===== src/rtl/riscof_sig_dumper.sv =====
// Data-bus stage between the core dram port and the data RAM: passes core traffic
// through, snoops the host cells, and streams the signature region out after halt.
module riscof_sig_dumper #(
    parameter int  DATA_WIDTH     = 32,
    parameter int  ADDR_WIDTH     = 32,
    parameter int  MEM_SIZE_WORDS = 1 << 19,
    parameter int  TIMEOUT        = 1000000,
    localparam int MAW            = $clog2(MEM_SIZE_WORDS)
) (
    input  logic                  clk_i,
    input  logic                  rstn_i,
    input  logic [3:0]            dram_we,
    input  logic                  dram_stb,
    input  logic [ADDR_WIDTH-1:0] dram_addr,
    input  logic [DATA_WIDTH-1:0] dram_wdata,
    output logic [DATA_WIDTH-1:0] dram_rdata,
    output logic                  dram_ack,
    output logic                  dram_err,
    output logic [3:0]            mem_we,
    output logic                  mem_stb,
    output logic [MAW-1:0]        mem_addr,
    output logic [DATA_WIDTH-1:0] mem_wdata,
    input  logic [DATA_WIDTH-1:0] mem_rdata,
    input  logic                  mem_ack,
    input  logic                  mem_err,
    output logic [DATA_WIDTH-1:0] sig_data_o,
    output logic                  sig_valid_o,
    input  logic                  sig_ready_i,
    output logic                  halt_o,
    output logic                  done_o,
    output logic                  err_o,
    output logic                  timeout_o
);

    localparam logic [MAW-1:0]        HALT_IDX   = MAW'(MEM_SIZE_WORDS - 3);
    localparam logic [MAW-1:0]        END_IDX    = MAW'(MEM_SIZE_WORDS - 2);
    localparam logic [MAW-1:0]        START_IDX  = MAW'(MEM_SIZE_WORDS - 1);
    localparam int                    CNT_W      = $clog2(TIMEOUT + 1);
    localparam logic [CNT_W-1:0]      CNT_LAST   = CNT_W'(TIMEOUT - 1);
    localparam logic [DATA_WIDTH-1:0] WORD_BYTES = DATA_WIDTH'(4);

    typedef enum logic [2:0] {
        S_RUN,
        S_DRAIN,
        S_RD,
        S_WAIT,
        S_OUT,
        S_DONE
    } state_t;

    state_t                r_state;
    state_t                w_state_nxt;
    logic [DATA_WIDTH-1:0] r_start;
    logic [DATA_WIDTH-1:0] r_end;
    logic [DATA_WIDTH-1:0] r_ptr;
    logic [DATA_WIDTH-1:0] r_sig_data;
    logic [CNT_W-1:0]      r_cyc_cnt;
    logic                  r_pending;
    logic                  r_halt;
    logic                  r_err;
    logic                  r_timeout;

    logic [MAW-1:0]        w_word_idx;
    logic                  w_store;
    logic                  w_halt_arm;
    logic                  w_drained;
    logic                  w_bad_region;
    logic [DATA_WIDTH-1:0] w_ptr_inc;
    logic                  w_set_err;
    logic                  w_set_timeout;
    logic                  w_load_ptr;
    logic                  w_adv_ptr;
    logic                  w_load_data;
    logic                  w_unused;

    assign w_word_idx   = dram_addr[MAW+1:2];
    assign w_store      = (r_state == S_RUN) && dram_stb && (dram_we == 4'hF);
    assign w_halt_arm   = w_store && (w_word_idx == HALT_IDX) && (dram_wdata == DATA_WIDTH'(1));
    // The halt store's own response may land in the same cycle the region is judged.
    assign w_drained    = !r_pending || mem_ack || mem_err;
    assign w_bad_region = (|r_start[1:0]) || (|r_end[1:0]) || (r_start > r_end);
    assign w_ptr_inc    = r_ptr + WORD_BYTES;
    assign w_unused     = ^{dram_addr[ADDR_WIDTH-1:MAW+2], dram_addr[1:0]};

    // NOTE: every signal written here gets a default first, so no latch is inferred.
    always_comb begin
        w_state_nxt   = r_state;
        mem_we        = 4'h0;
        mem_stb       = 1'b0;
        mem_addr      = '0;
        mem_wdata     = '0;
        dram_rdata    = '0;
        dram_ack      = 1'b0;
        dram_err      = 1'b0;
        w_set_err     = 1'b0;
        w_set_timeout = 1'b0;
        w_load_ptr    = 1'b0;
        w_adv_ptr     = 1'b0;
        w_load_data   = 1'b0;

        unique case (r_state)
            S_RUN: begin
                mem_we     = dram_we;
                mem_stb    = dram_stb;
                mem_addr   = w_word_idx;
                mem_wdata  = dram_wdata;
                dram_rdata = mem_rdata;
                dram_ack   = mem_ack;
                dram_err   = mem_err;
                if (w_halt_arm) begin
                    w_state_nxt = S_DRAIN;
                end else if (r_cyc_cnt == CNT_LAST) begin
                    w_state_nxt   = S_DONE;
                    w_set_timeout = 1'b1;
                end
            end
            S_DRAIN: begin
                // Core strobes are dropped; only the halt store's response goes back.
                dram_rdata = mem_rdata;
                dram_ack   = mem_ack;
                dram_err   = mem_err;
                if (w_drained) begin
                    if (w_bad_region) begin
                        w_state_nxt = S_DONE;
                        w_set_err   = 1'b1;
                    end else if (r_start == r_end) begin
                        w_state_nxt = S_DONE;
                    end else begin
                        w_state_nxt = S_RD;
                        w_load_ptr  = 1'b1;
                    end
                end
            end
            S_RD: begin
                mem_stb     = 1'b1;
                mem_addr    = r_ptr[MAW+1:2];
                w_state_nxt = S_WAIT;
            end
            S_WAIT: begin
                if (mem_err) begin
                    w_state_nxt = S_DONE;
                    w_set_err   = 1'b1;
                end else if (mem_ack) begin
                    w_state_nxt = S_OUT;
                    w_load_data = 1'b1;
                end
            end
            S_OUT: begin
                if (sig_ready_i) begin
                    w_adv_ptr   = 1'b1;
                    w_state_nxt = (w_ptr_inc == r_end) ? S_DONE : S_RD;
                end
            end
            S_DONE: begin
                w_state_nxt = S_DONE;
            end
            default: begin
                w_state_nxt = S_RUN;
            end
        endcase
    end

    // NOTE: registers use non-blocking assignments so each one samples pre-edge values.
    always_ff @(posedge clk_i) begin
        if (!rstn_i) begin
            r_state    <= S_RUN;
            r_start    <= '0;
            r_end      <= '0;
            r_ptr      <= '0;
            r_sig_data <= '0;
            r_cyc_cnt  <= '0;
            r_pending  <= 1'b0;
            r_halt     <= 1'b0;
            r_err      <= 1'b0;
            r_timeout  <= 1'b0;
        end else begin
            r_state <= w_state_nxt;

            if (r_state == S_RUN) begin
                r_cyc_cnt <= r_cyc_cnt + CNT_W'(1);
            end

            if ((r_state == S_RUN) && dram_stb) begin
                r_pending <= 1'b1;
            end else if (((r_state == S_RUN) || (r_state == S_DRAIN)) && (mem_ack || mem_err)) begin
                r_pending <= 1'b0;
            end

            if (w_store && (w_word_idx == START_IDX)) begin
                r_start <= dram_wdata;
            end
            if (w_store && (w_word_idx == END_IDX)) begin
                r_end <= dram_wdata;
            end

            if (w_load_ptr) begin
                r_ptr <= r_start;
            end else if (w_adv_ptr) begin
                r_ptr <= w_ptr_inc;
            end

            if (w_load_data) begin
                r_sig_data <= mem_rdata;
            end

            if (w_halt_arm) begin
                r_halt <= 1'b1;
            end
            if (w_set_err) begin
                r_err <= 1'b1;
            end
            if (w_set_timeout) begin
                r_timeout <= 1'b1;
            end
        end
    end

    assign sig_data_o  = r_sig_data;
    assign sig_valid_o = (r_state == S_OUT);
    assign done_o      = (r_state == S_DONE);
    assign halt_o      = r_halt;
    assign err_o       = r_err;
    assign timeout_o   = r_timeout;

endmodule

===== config.mk =====
export PLATFORM = sky130hd
export DESIGN_NAME = riscof_sig_dumper
export DESIGN_NICKNAME = d
export VERILOG_FILES = /design/src/rtl/riscof_sig_dumper.sv
export SDC_FILE = /design/constraint.sdc
export NUM_CORES = 1
export LEC_CHECK = 0
export BUFFER_PORTS_ARGS = -buffer_cell sky130_fd_sc_hd__buf_2
export CAP_MARGIN = 30
export CORE_MARGIN = 8
export CORE_UTILIZATION = 52
export DETAILED_ROUTE_END_ITERATION = 8
export PLACE_DENSITY = 0.78
export SLEW_MARGIN = 20
export SYNTH_ARGS = -nofsm -noshare
export SYNTH_HDL_FRONTEND = slang
export SYNTH_SLANG_ARGS = --single-unit

===== constraint.sdc =====
create_clock -name clk_i -period 3.4 [get_ports clk_i]
set_input_delay 0.68 -clock clk_i [delete_from_list [all_inputs] [get_ports clk_i]]
set_output_delay 0.68 -clock clk_i [all_outputs]
set_load 0.02 [all_outputs]

==> flow_metrics.env <==
export IMPL_crit_chain="nand4_1, or4_1, o41ai_1, xnor2_1, o2111ai_1, or4_1, or4_4, a31o_1"
export IMPL_cap_viol_max_count=0
export IMPL_placed_cell_area_um2=10900
export IMPL_crit_fanout=7
export IMPL_holdBufCountCts=0
export IMPL_n_fill_cell=1531
export IMPL_synth_compound_area_frac=0.205
export IMPL_synthCells=1215
export IMPL_die_h_um=150
export IMPL_viasPerCell=5.70
export IMPL_post_synth_xor_area_fraction=0.0559
export IMPL_whs_ns=0.460
export IMPL_flow_area_growth_from_synthesis_pct=22.3
export IMPL_async_flop_share=0
export IMPL_gp_congestion=0.967
export IMPL_switchingPower_uw=2290
export IMPL_syn_cell_area_um2=9360
export IMPL_cpPeakStageDelay_ns=0.56
export IMPL_clock_latency_ns=0.43
export IMPL_initial_core_util=0.525
export IMPL_p_clk_frac=0.322
export IMPL_rsz0062_at_grt="false"
export IMPL_hp_class="register to register"
export IMPL_row_count=49
export IMPL_fin_worst_skew_ns=0.00947
export IMPL_grtUsageTotal=0.254
export IMPL_seqPwrFrac=0.320
export IMPL_ys_flop_type="dfxtp_1"
export IMPL_syn_avg_cell_area_um2=7.71
export IMPL_pre_cts_ws_ns=0.291
export IMPL_critPathLaunchType="register"
export IMPL_drc=0
export IMPL_diodes=0
export IMPL_reg2regPathDepth=8
export IMPL_leakage_uw=0.00463
export IMPL_comb_power_share=0.358
export IMPL_status="finished clean"
export IMPL_fin_nets=1567
export IMPL_antenna_found_initial=1
export IMPL_synth_most_common_cell="nand2_1"
export IMPL_ys_ff_latch=155
export IMPL_relSlewSlack=0.555
export IMPL_postLayoutCoreUtil=0.642
export IMPL_synth_area_mux_share=0.00214
export IMPL_cts_inserted_buffers=17
export IMPL_dieArea_um2=22600
export IMPL_grt_pass1_vias=8773
export IMPL_yosysWarningCount=0
export IMPL_vias=9514
export IMPL_h_tree_depth=4
export IMPL_drtPass1Iterations=6
export IMPL_reg2reg_slack_ns=0.24
export IMPL_synth_area_leaders="dfxtp_1 (33%), a21boi_0 (9.9%), nand2_1 (9.8%), and2_1 (6.0%), ha_1 (4.5%)"
export IMPL_cts_root_buf="clkbuf_16"
export IMPL_wirelength_um=29300
export IMPL_drive_gt1_frac=0.226
export IMPL_design_area_um2=11500
export IMPL_grt_pass1_wl_um=45900
export IMPL_synth_edf_count=0
export IMPL_synthesis_nets=1355
export IMPL_layout_min_cycle_time_ns=3.16
export IMPL_setup_violations=0
export IMPL_cp_common_cell="or4_1"
export IMPL_hold_end="sig_data_o[20]"
export IMPL_ant_nets=0
export IMPL_ctsResizeCount=0
export IMPL_required_ns=3.73
export IMPL_worstPathArrival_ns=3.49
export IMPL_tightestPinTransition_ns=0.661
export IMPL_yosys_top_cells_count="nand2_1 (244), dfxtp_1 (155), a21boi_0 (123)"
export IMPL_grt_max_degree=128
export IMPL_grt_overflow=0
export IMPL_ios=233
export IMPL_cts_setup_buffers=0
export IMPL_setup_slack_ns=0.238
export IMPL_drv_slew=0
export IMPL_synth_yosys_seq_area_share=0.331
export IMPL_finalCritPeriodShare=0.930
export IMPL_rr_startpoint="r_ptr[21]"
export IMPL_synth_top_area_cell="dfxtp_1"
export IMPL_post_drt_wl_per_cell_um=17.6
export IMPL_crit_type="register to register"
export IMPL_clock_path_buffers=2
export IMPL_yosysTopAreaCellShare=0.331
export IMPL_clock_sinks=155
export IMPL_min_path_cells=2
export IMPL_hp_start="sig_data_o[20]"
export IMPL_reg2reg_to="r_state[1]"
export IMPL_dp_hpwl_um=22200
export IMPL_die_x_um=150
export IMPL_cts_tree="built"
export IMPL_tns_ns=0
export IMPL_yosysUniqueCellTypes=64
export IMPL_ir_worst_vdd_v=0.000507
export IMPL_first_iter_violations=893
export IMPL_synthAdderAreaFrac=0.0454
export IMPL_end_kind="register"
export IMPL_timing_fmax_ghz=0.316
export IMPL_io_buffers=219
export IMPL_p_int_uw=3680
export IMPL_crit_slowest_cell="or4_1"
export IMPL_synthSimpleGateAreaFrac=0.307
export IMPL_core_area_um2=17800
export IMPL_synth_top_family_by_area="simple AND/OR/NAND/NOR gates"
export IMPL_hold_viol=0
export IMPL_cts_reportedPaths_clkPinSlew_ns=0.07
export IMPL_powerDensity_nw_per_um2=521
export IMPL_netSwitchingFraction=0.384
==> critical path: cells and delay by family (launching register included) <==
family           cells  cell delay [ns]
AO/OA/AOI/OAI        3             0.70
XOR/XNOR             1             0.18
flip-flops           1             0.47
AND/OR/NAND/NOR      4             1.71
==> per-layer routing <==
| layer | track usage | wire (um) | vias to the layer above |
|---|---|---|---|
| met5 | 0 | 13 | - |
| met4 | 0.0775 | 539 | 2 |
| met2 | 0.403 | 13500 | 434 |
| met1 | 0.333 | 12400 | 4411 |
| met3 | 0.0625 | 2910 | 53 |
| li1 | - | - | 4614 |
==> area by class of cell <==
| class | instances | area, um^2 | area share |
|---|---|---|---|
| sequential | 155 | 3100 | 0.271 |
| timing repair buffer | 274 | 1520 | 0.133 |
| multi-input combinational | 936 | 5780 | 0.505 |
| clock buffer | 17 | 425 | 0.0371 |
| tap | 229 | 287 | 0.0250 |
| inverter | 43 | 161 | 0.0141 |
| clock inverter | 15 | 174 | 0.0152 |
==> per-stage QoR <==
step / total power (uW) / std cells
detailed placement: 4080 / 1637
global route: 6230 / 1669
global placement: 4060 / 1637
floorplan: 3340 / 1215
CTS: 6000 / 1669
finish: 5960 / 1669
==> registers in the layout (all words and copies together), names as in the netlist <==
name	count
err_o	1
halt_o	1
r_cyc_cnt	20
r_end	32
r_pending	1
r_ptr	32
r_start	32
r_state	3
sig_data_o	32
timeout_o	1
==> kinds of logic after synthesis <==
kind of cell / Yosys count
compound gates: 280
xor+xnor: 58
fa+ha+maj: 34
buf+inv: 124
flops: 155
mux: 2
simple gates: 562
==> power by group through the flow <==
stage | combinational, uW | sequential, uW | clock [uW]
floorplan | 1420 | 1920 | 0
global placement | 2120 | 1940 | 0
detailed placement | 2140 | 1950 | 0
CTS | 2140 | 1910 | 1950
global route | 2290 | 1910 | 2030
finish | 2130 | 1910 | 1920
==> placed cells by master, fill, tap and decap left out, types with 8 or more instances in the layout <==
cell type / synthesis / layout
ha_1: 34 / 34
buf_2: 10 / 218
dfxtp_1: 155 / 155
and2_1: 90 / 90
clkbuf_16: 0 / 17
nor3_1: 25 / 22
a22o_1: 18 / 18
nor4_1: 19 / 19
inv_1: 43 / 43
and3_1: 10 / 10
nand2_1: 244 / 244
xor2_1: 13 / 13
nor2b_1: 12 / 12
buf_4: 2 / 55
a21oi_1: 43 / 43
nand3_1: 28 / 28
xnor2_1: 44 / 44
nand2b_1: 8 / 8
nor2_1: 51 / 49
o21ai_0: 45 / 45
nand4_1: 31 / 31
a21boi_0: 123 / 123
==> how the worst max path moves through the flow <==
stage | cells past startpoint | endpoint | start | slack [ns]
6_report | 8 | r_state[1] | r_ptr[21] | 0.24
3_3_place_gp | 8 | r_state[1] | r_ptr[22] | 0.34
5_1_grt | 8 | r_state[1] | r_ptr[26] | 0.07
4_1_cts | 8 | r_state[1] | r_ptr[22] | 0.27
3_5_place_dp | 8 | r_state[1] | r_ptr[22] | 0.29
2_1_floorplan | 9 | r_state[1] | r_ptr[2] | 0.40
(Power assumes the default switching activity.)
